**config.mk**
```make
export PLATFORM = sky130hd
export DESIGN_NAME = seg_display_ctrl_flat
export DESIGN_NICKNAME = d
export VERILOG_FILES = /design/src/rtl/seg_display_ctrl_pkg.sv /design/src/rtl/seg_display_ctrl_if.sv /design/src/rtl/seg_display_ctrl_decode.sv /design/src/rtl/seg_display_ctrl.sv /design/src/flat_wrapper.sv
export SDC_FILE = /design/constraint.sdc
export NUM_CORES = 1
export LEC_CHECK = 0
export BUFFER_PORTS_ARGS = -buffer_cell sky130_fd_sc_hd__buf_2
export CAP_MARGIN = 15
export CORE_MARGIN = 5
export CORE_UTILIZATION = 55
export CTS_CLUSTER_SIZE = 8
export DETAILED_ROUTE_END_ITERATION = 16
export GPL_TIMING_DRIVEN = 1
export PLACE_DENSITY = 0.76
export SLEW_MARGIN = 30
export SYNTH_ARGS = -nofsm -noshare
export SYNTH_HDL_FRONTEND = slang
export SYNTH_SLANG_ARGS = --single-unit
```
**constraint.sdc**
```tcl
create_clock -name clock -period 5.04 [get_ports clock]
set_clock_uncertainty 0.1 [all_clocks]
set_input_delay 1.008 -clock clock [delete_from_list [all_inputs] [get_ports clock]]
set_output_delay 1.008 -clock clock [all_outputs]
set_load 0.01 [all_outputs]
```
**src/rtl/seg_display_ctrl_pkg.sv**
```systemverilog
// Shared register map, segment constants and scan state type for the 7-segment display controller.
// Offsets match the Minisys I/O bus decode (base 0xFFFFFC00) used by the keypad scanner.
package seg_display_ctrl_pkg;

    localparam logic [2:0] DISP_DATA_LO = 3'b000;
    localparam logic [2:0] DISP_DATA_HI = 3'b010;
    localparam logic [2:0] DISP_CTRL    = 3'b100;

    localparam logic [7:0] SEG_OFF = 8'hFF;

    typedef enum logic {
        ST_BLANK,
        ST_SHOW
    } scan_state_e;

    // Active-low anode select for one digit
    function automatic logic [7:0] digit_onehot_low(input logic [2:0] idx);
        return ~(8'b0000_0001 << idx);
    endfunction

endpackage

```
**src/rtl/seg_display_ctrl_if.sv**
```systemverilog
// Minisys I/O bus slice seen by the display controller: strobes, offset, write data, read-back.
// The CPU side is the master; the controller is the slave and returns a registered read value.
interface seg_display_ctrl_if;
    logic        displayCtrl;
    logic        write_enable;
    logic        read_enable;
    logic [2:0]  address;
    logic [15:0] write_data_input;
    logic [15:0] read_data_output;

    modport master (
        output displayCtrl, write_enable, read_enable, address, write_data_input,
        input  read_data_output
    );

    modport slave (
        input  displayCtrl, write_enable, read_enable, address, write_data_input,
        output read_data_output
    );
endinterface

```
**src/rtl/seg_display_ctrl_decode.sv**
```systemverilog
// Hex nibble to 7-segment pattern {g,f,e,d,c,b,a}, active-high; purely combinational.
module seg7_decode (
    input  logic [3:0] hex,
    output logic [6:0] pat
);
    always_comb begin
        pat = 7'h00;
        case (hex)
            4'h0: pat = 7'h3F;
            4'h1: pat = 7'h06;
            4'h2: pat = 7'h5B;
            4'h3: pat = 7'h4F;
            4'h4: pat = 7'h66;
            4'h5: pat = 7'h6D;
            4'h6: pat = 7'h7D;
            4'h7: pat = 7'h07;
            4'h8: pat = 7'h7F;
            4'h9: pat = 7'h6F;
            4'hA: pat = 7'h77;
            4'hB: pat = 7'h7C;
            4'hC: pat = 7'h39;
            4'hD: pat = 7'h5E;
            4'hE: pat = 7'h79;
            4'hF: pat = 7'h71;
            default: pat = 7'h00;
        endcase
    end
endmodule

```
**src/rtl/seg_display_ctrl.sv**
```systemverilog
// 8-digit multiplexed 7-segment controller with DATA_LO/DATA_HI/CTRL registers on the I/O bus.
// seg/digit_sel and read-back are registered (1-cycle latency); the bus never stalls.
module seg_display_ctrl
    import seg_display_ctrl_pkg::*;
#(
    parameter int SCAN_DIV  = 50000,
    parameter int BLANK_CYC = 16
) (
    input  logic                clock,
    input  logic                reset,
    seg_display_ctrl_if.slave   bus,
    output logic [7:0]          seg,
    output logic [7:0]          digit_sel
);
    localparam int CW = $clog2(SCAN_DIV);

    logic [15:0]  lo_q, lo_d, hi_q, hi_d, rd_q, rd_d;
    logic [7:0]   en_q, en_d, dp_q, dp_d;
    logic [7:0]   seg_q, seg_d, dsel_q, dsel_d;
    logic [CW-1:0] cnt_q, cnt_d;
    logic [2:0]   idx_q, idx_d;
    scan_state_e  state_q, state_d;

    logic [31:0] digits;
    logic [3:0]  nibble;
    logic [6:0]  pat;
    logic        wr_en, rd_en;

    assign digits = {hi_q, lo_q};
    assign nibble = digits[{idx_q, 2'b00} +: 4];
    assign wr_en  = bus.displayCtrl & bus.write_enable;
    assign rd_en  = bus.displayCtrl & bus.read_enable;

    seg7_decode u_decode (
        .hex (nibble),
        .pat (pat)
    );

    always_comb begin
        lo_d    = lo_q;
        hi_d    = hi_q;
        en_d    = en_q;
        dp_d    = dp_q;
        rd_d    = 16'h0000;
        cnt_d   = cnt_q;
        idx_d   = idx_q;
        state_d = state_q;
        seg_d   = SEG_OFF;
        dsel_d  = digit_onehot_low(idx_q);

        // Read mux sees pre-write values, so a same-cycle read+write returns the old contents
        if (rd_en) begin
            case (bus.address)
                DISP_DATA_LO: rd_d = lo_q;
                DISP_DATA_HI: rd_d = hi_q;
                DISP_CTRL:    rd_d = {dp_q, en_q};
                default:      rd_d = 16'h0000;
            endcase
        end

        if (wr_en) begin
            case (bus.address)
                DISP_DATA_LO: lo_d = bus.write_data_input;
                DISP_DATA_HI: hi_d = bus.write_data_input;
                DISP_CTRL: begin
                    en_d = bus.write_data_input[7:0];
                    dp_d = bus.write_data_input[15:8];
                end
                default: ;
            endcase
        end

        if (cnt_q == CW'(SCAN_DIV - 1)) begin
            cnt_d = '0;
            idx_d = idx_q + 3'd1;
        end else begin
            cnt_d = cnt_q + CW'(1);
        end

        state_d = (cnt_d < CW'(BLANK_CYC)) ? ST_BLANK : ST_SHOW;

        if (state_q == ST_SHOW && en_q[idx_q]) begin
            seg_d = {~dp_q[idx_q], ~pat};
        end
    end

    always_ff @(posedge clock) begin
        if (reset) begin
            lo_q    <= 16'h0000;
            hi_q    <= 16'h0000;
            en_q    <= 8'h00;
            dp_q    <= 8'h00;
            rd_q    <= 16'h0000;
            cnt_q   <= '0;
            idx_q   <= 3'd0;
            state_q <= ST_BLANK;
            seg_q   <= SEG_OFF;
            dsel_q  <= 8'hFF;
        end else begin
            lo_q    <= lo_d;
            hi_q    <= hi_d;
            en_q    <= en_d;
            dp_q    <= dp_d;
            rd_q    <= rd_d;
            cnt_q   <= cnt_d;
            idx_q   <= idx_d;
            state_q <= state_d;
            seg_q   <= seg_d;
            dsel_q  <= dsel_d;
        end
    end

    assign seg                  = seg_q;
    assign digit_sel            = dsel_q;
    assign bus.read_data_output = rd_q;

endmodule

```
**src/flat_wrapper.sv**
```systemverilog
// flat-port wrapper written by rule: the top's interface ports become plain ports
module seg_display_ctrl_flat import seg_display_ctrl_pkg::*;
#(
    parameter int SCAN_DIV  = 50000,
    parameter int BLANK_CYC = 16
)
  (clock, reset, seg, digit_sel, bus_displayCtrl, bus_write_enable, bus_read_enable, bus_address, bus_write_data_input, bus_read_data_output);
  seg_display_ctrl_if bus_i ();
  input  logic clock;
  input  logic reset;
  output logic [7:0] seg;
  output logic [7:0] digit_sel;
  input wire logic [$bits(bus_i.displayCtrl)-1:0] bus_displayCtrl;
  input wire logic [$bits(bus_i.write_enable)-1:0] bus_write_enable;
  input wire logic [$bits(bus_i.read_enable)-1:0] bus_read_enable;
  input wire logic [$bits(bus_i.address)-1:0] bus_address;
  input wire logic [$bits(bus_i.write_data_input)-1:0] bus_write_data_input;
  output wire logic [$bits(bus_i.read_data_output)-1:0] bus_read_data_output;
  assign bus_i.displayCtrl = bus_displayCtrl;
  assign bus_i.write_enable = bus_write_enable;
  assign bus_i.read_enable = bus_read_enable;
  assign bus_i.address = bus_address;
  assign bus_i.write_data_input = bus_write_data_input;
  assign bus_read_data_output = bus_i.read_data_output;
  seg_display_ctrl #(.SCAN_DIV(SCAN_DIV), .BLANK_CYC(BLANK_CYC)) u_core (.clock(clock), .reset(reset), .bus(bus_i), .seg(seg), .digit_sel(digit_sel));
endmodule
```
Word-level counts from Yosys, hierarchy flattened
Memory sizes are Yosys's and may differ from the RTL's.
Cells that the tools add are included.
{"block": "word_totals", "elab_cells": 41, "ff_bits": 100, "out_inout_bits": 32, "in_bits": 24, "latch_bits": 0, "mem_bits_ro": 112, "n_memories": 1, "ramBits": 0}
{"memory": "(name not given)", "depth": 16, "width": 7, "read_ports": 1, "rd_clocked_by_memory_dff": 0, "wr": 0, "line": "seg_display_ctrl_decode.sv:8", "rtl": "case (hex)"}
{"block": "classes", "shift": 2, "n_reduce_logical": 7, "addsub": 2, "n_bitwise": 7, "n_lt_le_gt_ge": 2, "n_eq_ne": 3, "mux": 7, "div_mod_pow": 0, "multipliers": 0}
{"cell": "$pmux W16 S3", "n": 1}
{"cell": "$shiftx A32 B6 Y4", "n": 1}
{"cell": "$add A16 B1 Y16 const B", "n": 1}
{"cell": "$eq A16 B16 Y1 const B", "n": 1}
{"cell": "$lt A16 B5 Y1 const B", "n": 1}
{"cell": "$mux W16", "n": 1}
{"cell": "$not A8 Y8", "n": 1}
{"cell": "$shl A1 B3 Y8 const A", "n": 1}
{"cell": "$not A7 Y7", "n": 1}
{"cell": "$bmux W1 S3", "n": 2}
{"cell": "$reduce_and A2 Y1", "n": 3}
{"cell": "$lt A3 B4 Y1 const B", "n": 1}
{"cell": "$reduce_or A2 Y1", "n": 2}
{"cell": "$add A3 B1 Y3 const B", "n": 1}
{"cell": "$eq A3 B2 Y1 const B", "n": 1}
{"cell": "$eq A3 B3 Y1 const B", "n": 1}
{"cell": "$logic_not A3 Y1", "n": 1}
{"cell": "$mux W1", "n": 3}
{"cell": "$not A1 Y1", "n": 3}
{"cell": "$and A1 B1 Y1", "n": 2}
{"cell": "$logic_and A1 B1 Y1", "n": 1}

Depth between registers and ports, before layout
Gate-level depths: netlist of run 1.
{"block": "depth", "depth_word": 5, "depth_mapped": 10, "depth_no_buf": 9}

By module
Synthesis of run 1 repeated with hierarchy kept, for this count alone.
{"block": "unflattened", "cells_unflattened": 514, "hier_area_um2": 4585.6}
{"module": "seg_display_ctrl", "area_per_inst_um2": 4297.9, "seq_area_each_um2": 2001.9, "cells_each": 481, "n_inst": 1}
{"module": "seg7_decode", "area_per_inst_um2": 287.8, "seq_area_each_um2": 0.0, "cells_each": 33, "n_inst": 1}

Worst setup path before layout of run 1
OpenSTA, ideal clock, no wires.
{"block": "synth_timing", "path_type": "input to register", "from": "input port bus_address[1]", "to": "register u_core.lo_q[10]", "slack_ns": 2.546, "n_path_buf": 2, "setup_time_ns": 0.128, "required_ns": 4.812, "arrival_time_ns": 2.266, "cell_stages": 5, "path_cell_list": "clkbuf_1 -> nor4_4 -> buf_4 -> mux2i_1 -> nor2_1"}
{"block": "synth_via", "elab_chain_len": 2}
{"element": "start: declaration", "line": "flat_wrapper.sv:16", "rtl": "input wire logic [$bits(bus_i.address)-1:0] bus_address;"}
{"element": "$logic_not A3 Y1", "line": "seg_display_ctrl.sv:62", "rtl": "case (bus.address)"}
{"element": "$reduce_and A2 Y1 (no source line)"}
{"element": "end signal: assignment", "line": "seg_display_ctrl.sv:100", "rtl": "lo_q <= lo_d;"}
{"element": "end: declaration", "line": "seg_display_ctrl.sv:17", "rtl": "logic [15:0] lo_q, lo_d, hi_q, hi_d, rd_q, rd_d;"}
Every way passes these cells.
A chain may end at the register's enable or synchronous reset.

Worst setup path after layout of run 1
{"block": "layout_timing", "from": "register u_core.idx_q[1]", "to": "register u_core.seg_q[0] (netlist: u_core.seg[0])"}
{"block": "layout_via", "elab_chain_len": 5, "word_cells_on_any_way": 8, "classes_between": "shift: 1; mux: 2; bitwise: 2; reduce/logical: 2; memory: 1"}
{"element": "start: declaration", "line": "seg_display_ctrl.sv:21", "rtl": "logic [2:0] idx_q, idx_d;"}
{"element": "start signal: assignment", "line": "seg_display_ctrl.sv:106", "rtl": "idx_q <= idx_d;"}
{"element": "parallel branches: the longest is 5 deep, another holds $mem_v2 Z16 W7"}
{"element": "end signal: assignment", "line": "seg_display_ctrl.sv:108", "rtl": "seg_q <= seg_d;"}
{"element": "end: declaration", "line": "seg_display_ctrl.sv:19", "rtl": "logic [7:0] seg_q, seg_d, dsel_q, dsel_d;"}
Parallel ways; which one is timed is not known. The select of a mux whose other input is x is not followed.

==> results.txt, run 1 <==
* Result of the run: complete, no violations
- The analysis attributes to cell leakage a power of 1.88 nW.
- In the final layout, the share of cells above drive strength 1 is between 10% and 20%.
* Category of the most critical setup path: flip-flop to flip-flop
* Via density: 5.58
- Hold buffer count at cts: 0
- Min Hold Slack: 0.374 ns
- The largest total area in the synthesized netlist belongs to sky130_fd_sc_hd__dfxtp_1.
* Shortest period the worst path allows: 2.68 ns
* Number of placement rows: 33
- The first global-routing pass estimated 17.0 mm of wire.
- Maximum Capacitance Violations: 0
- Antenna violations before repair: 0
- The synthesized netlist contains 50 unique library cells.
- Layout Cell Area excl Fill: 0.00510 mm^2
- The region available for standard cell placement spans 0.00813 mm^2.
- Via total after detailed routing: 3658
* Number of buffers inserted by post-CTS setup repair: 0
- In this run the tool buffered the top-level ports with 55 buffer cells.
- CTS built an H-tree with a depth of 3.
- 56 I/O pins were placed.
* Fraction of post-synthesis cell area in the top cell type by area: roughly 44%
- Sorting the synthesized cells by area gives the leading types as sky130_fd_sc_hd__dfxtp_1, sky130_fd_sc_hd__mux2i_1, sky130_fd_sc_hd__nand2_1.
- Measured against its own limit, the worst slew margin works out to 50.0%.
* Combined global-route utilization of all metal layers: a little over a fifth
* Clock edge transition at the registers on the reported setup and hold paths: approximately 0.090 ns
- Worst Tran Pin Value: about 0.75 ns
- Of all nets on the critical path, the largest fanout is 16.
- Number of placed instances with taps included: 640
- CTS tree: yes
- Number of standard cells after synthesis: 504
* Data required, critical path: 5.16 ns
* First-pass detailed-route iteration total: 5
* Largest buffer count on any clock path: 2
* Number of clock buffers inserted by TritonCTS: 9
- Entering global routing, the biggest net connects 64 pins.
* Vias in the first global route: 3499
- Synth Flop Type: sky130_fd_sc_hd__dfxtp_1
- The area growth from synthesis to layout is 11.6%.
- Of the total synthesized cell area, the portion taken by AND, OR, NAND and NOR gates is 21.9%.
* Post-detailed-route wirelength per cell: approximately 15 um
- Pwr dens: roughly 280 mW/mm^2
- By area, the combinational part of the netlist is dominated by simple AND/OR/NAND/NOR gates.
- Filler-free cell count of the finished design: 655
- Number of violations reported at the end of detailed-routing iteration 0: ~250
- Total negative slack: 0 ns
- The most common cell in the synthesized netlist is sky130_fd_sc_hd__dfxtp_1.
- Remaining antenna violation count: 0
- Post-Place Worst Slack: 1.83 ns
- Global routing finished with a remaining overflow of 0.
- Unrepaired setup endpoints after global routing: no
- Detailed placement HPWL: around 7.4 mm
* Maximum clock frequency: between 0.3 and 0.4 GHz
- Die area: 0.0102 mm^2
- For this run, asynchronously set or reset flops after synthesis account for 0%.
* Post-synthesis share of cell area spent on xor and xnor gates: 2.88%
- Setup violations remaining at the end of the flow were counted as 0.
- The synthesized netlist devotes between 3 and 4% of its cell area to adder and majority cells.
- The clock reaches the later pin of the worst-skew pair after 0.37 ns.
- Effective utilization at floorplan: between 50% and 60%
- In this run the worst hold path is classified as flip-flop to flip-flop.
- Maximum vdd ir drop: 0.144 mV
* Synthesized area per cell: about 9.1 um^2
- The root buffer cell chosen for the clock tree is sky130_fd_sc_hd__clkbuf_8.
* Final weighted congestion of routability-driven global placement: 0.849
- From bottom edge to top edge, the die measures between 100 and 150 um.
- Utilization after layout: 62.7%
- The Yosys step of the flow raised 0 warnings.
- Placed cell areas: 0.00488 mm^2
- Compound-cell area share of the yosys netlist: 9.59%
* Nets: just under 600
- Measured against the total synthesized area, the mux share comes to 14.8%.
- # DRC: 0
* Crit path launch type: flip-flop
- Resized Gates After CTS: 0
* Net Count, Synth: 541
- Ranked by instance count, the synthesized netlist is headed by sky130_fd_sc_hd__dfxtp_1, sky130_fd_sc_hd__nand2_1, sky130_fd_sc_hd__nor2_1.
- The number of antenna diodes in the final layout is 0.
- Die W: 101 um
- The number of pins with negative max-slew slack in the final report came to 0.
- The final number of hold-violating endpoints came to 0.
- Element type at the critical path end: flip-flop
* Area of the mapped netlist: 0.00457 mm^2
- The clock net in this run drives a total of 100 sinks.
- Period Utilization, post-route: 53.2%
* Final critical-path setup slack: roughly 2.4 ns
- Post-synth EDFFs: 0
- The completed layout was analyzed and its total power is 1.41 mW.
- For the worst setup path, the data arrival time is 2.81 ns.
- The final layout contains routed wiring with a total length of 10.1 mm.
- Number of synthesized register bits: 100
- Sequential cells were found to cover a little over two fifths of the synthesized design area.
-- power by group --
group	total, mW	internal (mW)	switching (mW)
registers	0.804	0.797	0.00688
clock network	0.540	0.277	0.262
logic	0.0680	0.0232	0.0448
-- worst max-delay path: stages (launching register included) --
cell and delay [ns]:
sky130_fd_sc_hd__dfxtp_1 0.81, sky130_fd_sc_hd__mux4_2 0.60, sky130_fd_sc_hd__mux2i_2 0.58, sky130_fd_sc_hd__nand2_1 0.20, sky130_fd_sc_hd__a21oi_1 0.17, sky130_fd_sc_hd__o31ai_1 0.07
-- area by class of cell --
class / count / area, um^2
multi-input combinational: 367 / 2420
timing repair buffer: 59 / 305
sequential: 100 / 2000
clock buffer: 11 / 131
clock inverter: 4 / 75.1
fill: 698 / 3040
inverter: 9 / 33.8
tap: 105 / 131
-- logic make-up after synthesis --
| kind of cell | Yosys count |
|---|---|
| simple gates | 211 |
| flops | 100 |
| compound gates | 77 |
| mux | 51 |
| buf+inv | 37 |
| xor+xnor | 15 |
| fa+ha+maj | 13 |
-- path summary, 6_finish.rpt --
check | start | endpoint | slack [ns] | depth (start not counted)
worst max-delay path | u_core.idx_q[1] | u_core.seg[0] | 2.36 | 5
worst min-delay path | u_core.en_q[3] | u_core.en_q[3] | 0.37 | 2
worst max register to register | u_core.idx_q[1] | u_core.seg[0] | 2.36 | 5
worst min register to register | u_core.en_q[3] | u_core.en_q[3] | 0.37 | 2
-- layout by cell type (no fill, tap or decap), types with 2 or more instances in the layout --
cell,instances
sky130_fd_sc_hd__nand2_1,79
sky130_fd_sc_hd__and2_1,2
sky130_fd_sc_hd__bufinv_16,2
sky130_fd_sc_hd__nor3_1,5
sky130_fd_sc_hd__clkbuf_1,2
sky130_fd_sc_hd__nor2_1,74
sky130_fd_sc_hd__clkbuf_8,9
sky130_fd_sc_hd__buf_4,4
sky130_fd_sc_hd__nor4_4,2
sky130_fd_sc_hd__a21oi_1,55
sky130_fd_sc_hd__buf_2,55
sky130_fd_sc_hd__o221ai_1,3
sky130_fd_sc_hd__ha_1,13
sky130_fd_sc_hd__o31ai_1,2
sky130_fd_sc_hd__or3_1,4
sky130_fd_sc_hd__xor2_1,6
sky130_fd_sc_hd__nand2b_1,3
sky130_fd_sc_hd__nor4b_1,2
sky130_fd_sc_hd__inv_1,8
sky130_fd_sc_hd__dfxtp_1,100
sky130_fd_sc_hd__xnor2_1,9
sky130_fd_sc_hd__mux2i_1,36
sky130_fd_sc_hd__a211oi_1,2
sky130_fd_sc_hd__mux4_2,12
sky130_fd_sc_hd__clkinvlp_4,2
sky130_fd_sc_hd__o21ai_0,5
sky130_fd_sc_hd__o211ai_1,2
sky130_fd_sc_hd__nand3_1,21
sky130_fd_sc_hd__o22ai_1,2
sky130_fd_sc_hd__or2_2,3
sky130_fd_sc_hd__nand4_1,4
-- registers in the layout, indices dropped and copies added (netlist names) --
| register | cells |
|---|---|
| u_core.bus.read_data_output | 16 |
| u_core.cnt_q | 16 |
| u_core.hi_q | 16 |
| u_core.lo_q | 16 |
| u_core.digit_sel | 8 |
| u_core.dp_q | 8 |
| u_core.en_q | 8 |
| u_core.seg | 8 |
| u_core.idx_q | 3 |
| u_core.state_q | 1 |
-- routing by layer --
layer	GRT usage, %	share of wire [%]	vias to the layer above
met1	27.1	43	1710
met2	34.7	49	109
met4	6.13	1.9	0
met5	0	0	-
met3	4.71	5.8	18
li1	-	-	1821
Power figures use the tool's default switching activity.
==> run 2: changes to the inputs <==
--- a/config.mk
+++ b/config.mk
@@ -5,6 +5,7 @@
 export SDC_FILE = /design/constraint.sdc
 export NUM_CORES = 1
 export LEC_CHECK = 0
+export ABC_AREA = 1
 export BUFFER_PORTS_ARGS = -buffer_cell sky130_fd_sc_hd__buf_2
 export CAP_MARGIN = 15
 export CORE_MARGIN = 5
==> constraint.sdc (replaced) <==
create_clock -name clock -period 2.72 [get_ports clock]
set_clock_uncertainty 0.1 [all_clocks]
set_input_delay 0.544 -clock clock [delete_from_list [all_inputs] [get_ports clock]]
set_output_delay 0.544 -clock clock [all_outputs]
set_load 0.01 [all_outputs]
==> results.txt, run 2 <==
- Number of clock sinks seen by CTS: 100
- The clock passes through at most 2 buffers.
* Detailed placement HPWL: 8.14 mm
- Synth Flop Type: sky130_fd_sc_hd__dfxtp_1
- The routed design has 11.2 mm of wire.
- Fraction of final layout cells sized beyond drive strength 1: 15.1%
* Maximum net fanout on the critical path: 17
- The worst setup path is launched from a flip-flop.
* Final Max Slew Viols: 0
* Vert. Die Dim: 102 um
* Part of the total power dissipated in combinational logic: 5.6%
* Net switching power of the design: roughly 0.65 mW
- For this design the static power due to leakage is 2.22 nW.
- The largest single stage delay on the critical path is 0.64 ns.
* Maximum number of pins on one net before global-route repair: 33
* Floorplan core area: 0.00826 mm^2
- First-pass detailed-route iteration total: 5
- Final-report hold violation count: 0
- The flow ran to the end, and the final reports show no timing, DRC or antenna violations.
- For the worst-skew pair, the clock arrives at the later sink with an insertion delay of 0.37 ns.
* Arr. time, crit path: 2.52 ns
- Flop pwr share: 59.1%
* Final critical-path setup slack: 0.415 ns
- Antenna violations before repair: 0
- 56 I/O pins were placed.
* Post-Place Worst Slack: between 0.4 and 0.5 ns
* Number of buffers inserted by post-CTS setup repair: 0
* Cells taking the most area after synthesis: sky130_fd_sc_hd__dfxtp_1, sky130_fd_sc_hd__nand2_1, sky130_fd_sc_hd__nor2_1
- Clock group share of total power: 35.3%
- Maximum Capacitance Violations: 0
- For the pin with the worst max-slew slack, the measured transition is between 0.7 and 0.8 ns.
- The H-tree generated during clock tree synthesis spans 3 levels.
- In this run, post-CTS hold repair placed 0 buffers.
* Wire length of the first global-routing pass: 18.4 mm
- Number of standard cells after synthesis: 657
- Number of clock buffers inserted by TritonCTS: 9
- Data required, critical path: 2.93 ns
- Most instantiated cells after synthesis: sky130_fd_sc_hd__nand2_1, sky130_fd_sc_hd__dfxtp_1, sky130_fd_sc_hd__nor2_1
* Post-synth EDFFs: 0
- Clock root buffer: sky130_fd_sc_hd__clkbuf_8
- Yosys mapped the design onto 32 distinct sky130hd cell types.
- Maximum vdd ir drop: 0.271 mV
- Commonest non-fill, non-tap cell in the layout: sky130_fd_sc_hd__nand2_1
* Path class of the lowest-slack min-delay path: input pin to flip-flop
- After detailed routing, the number of vias per cell comes to 5.33.
- Element type at the critical path end: flip-flop
- Final count of negative-setup-slack endpoints: 0
* Fraction of power spent switching nets: 25.8%
- Dividing the final minimum period by the clock period gives 84.7%.
* Min Hold Slack: 0.352 ns
- The first routing iteration left 260 violations.
- Fraction of the yosys area taken by sequential cells: 42.6%
- After global routing the overflow that remains totals 0.
* Dominant cell type by area after synthesis: sky130_fd_sc_hd__dfxtp_1
- Via total after detailed routing: 4333
* Remaining antenna violation count: 0
- CTS tree: yes
- Dividing the detail-routed wire length by the instance count gives 13.8 um.
- The worst pin sits at a relative slew slack of between 50% and 60%.
- Maximum clock frequency: 0.434 GHz
- Clock-pin slew was measured on the worst setup and hold paths at 0.10 ns.
- Shortest period the worst path allows: between 2 and 2.5 ns
- At the end of routability-driven placement, the weighted congestion stood at 0.876.
- Pwr dens: 489 mW/mm^2
- The synthesized design contains 100 register bits.
- Pint: 1.88 mW
- Most used standard cell by instance count after synthesis: sky130_fd_sc_hd__nand2_1
- Number of placement rows: 33
* Net Count, Synth: between 600 and 700
- Warning count from the yosys run: 0
* Diodes inserted: 0
* Input/output buffers: 55
- The worst setup path is of the flip-flop to flip-flop kind.
* Vias in the first global route: 3865
- Die W: 102 um
* Nets: between 700 and 800
- Post-CTS repair changed the size of 0 cells.
- Commonest non-fill, non-tap cells in the layout: sky130_fd_sc_hd__nand2_1, sky130_fd_sc_hd__dfxtp_1, sky130_fd_sc_hd__nor2_1
- Total negative slack: 0 ns
- The critical path goes through inv_2, nor2_1, o21ai_0, nand2_1, inv_1, o21ai_2, inv_2, ha_1, o21ai_2, nand2_1, nand3_1.
- Compared with the post-synthesis result, the final layout area differs by 10.4%.
* Die area: 0.0105 mm^2
- Unrepaired setup endpoints after global routing: no
* Fraction of post-synthesis cell area in the top cell type by area: 42.6%
- Global routing used between 20% and 30% of the available tracks.
* Async SR Flop Fraction: 0%
- Effective utilization at floorplan: ~57%
- Among all stages on the critical path, the largest delay is contributed by sky130_fd_sc_hd__dfxtp_1.
- # DRC: 0
- Area of the mapped netlist: between 0.004 and 0.005 mm^2
- Synthesized area per cell: 7.15 um^2
## run 2: cell count changes after synthesis, sizes merged, moves of 5 or more
cell	previous run	this run
nand3	22	38
o221ai	3	15
xnor2	9	1
o21ai	5	81
nand2	79	134
inv	9	86
xor2	6	0
mux4	12	0
a21oi	55	50
nor2	74	91
mux2i	38	0
## run 2: power groups by stage
stage / logic (mW) / clock network (mW) / registers (mW)
3_3_place_gp: 0.137 / 0 / 1.53
2_1_floorplan: 0.0876 / 0 / 1.53
4_1_cts: 0.140 / 0.913 / 1.50
3_5_place_dp: 0.140 / 0 / 1.53
5_1_grt: 0.160 / 0.976 / 1.50
6_report: 0.141 / 0.894 / 1.50
## run 2: cell type report
class / count / area, um^2
clock buffers: 9 / 124
clock inverters: 7 / 58.8
fillers: 795 / 3080
inverters: 88 / 330
multi-input cells: 440 / 2190
flip-flops and latches: 100 / 2000
well taps: 105 / 131
repair buffers: 64 / 343
## run 2: path summary, 6_finish.rpt
check | start | end | slack (ns) | depth (start not counted)
worst max-delay path | u_core.idx_q[1] | u_core.seg[3] | 0.42 | 11
worst min-delay path | bus_write_data_input[5] | u_core.hi_q[5] | 0.35 | 3
worst min register to register | u_core.cnt_q[0] | u_core.cnt_q[0] | 0.37 | 1
worst max register to register | u_core.idx_q[1] | u_core.seg[3] | 0.42 | 11
## run 2: per-layer routing
layer  vias up  wire length (um)  global-route usage (%)
met5         -                 0                       0
met4         0               210                    8.98
met3        19               713                    3.62
met2       132              5230                    35.3
met1      1970              5080                    30.0
li1       2212                 -                       -
## run 2: cell families (layout without fill, tap and decap cells)
logic type      Yosys count  after routing  synth area share (%)
fa+ha+maj                13             13                  3.46
simple gates            273            273                  24.4
buf+inv                 117            168                  10.7
flops                   100            100                  42.6
xor+xnor                  1              1                 0.187
compound gates          153            153                  18.6
## run 2: worst max-delay path, delay by kind of cell (launching register included)
kind / cells / cell delay [ns]
fa+ha+maj: 1 / 0.33
simple gates: 4 / 0.36
flops: 1 / 0.64
compound gates: 3 / 0.42
buf+inv: 3 / 0.39
## run 2: metrics by stage
| step | std cells | area, um^2 | power [mW] | utilization [%] |
|---|---|---|---|---|
| 2_1_floorplan | 657 | 4690 | 1.61 | - |
| 3_3_place_gp | 797 | 5000 | 1.67 | 60.5 |
| 3_5_place_dp | 797 | 5000 | 1.67 | 60.5 |
| 4_1_cts | 813 | 5180 | 2.55 | 62.7 |
| 5_1_grt | 813 | 5180 | 2.64 | 62.7 |
| 6_report | 813 | 5180 | 2.53 | 62.7 |
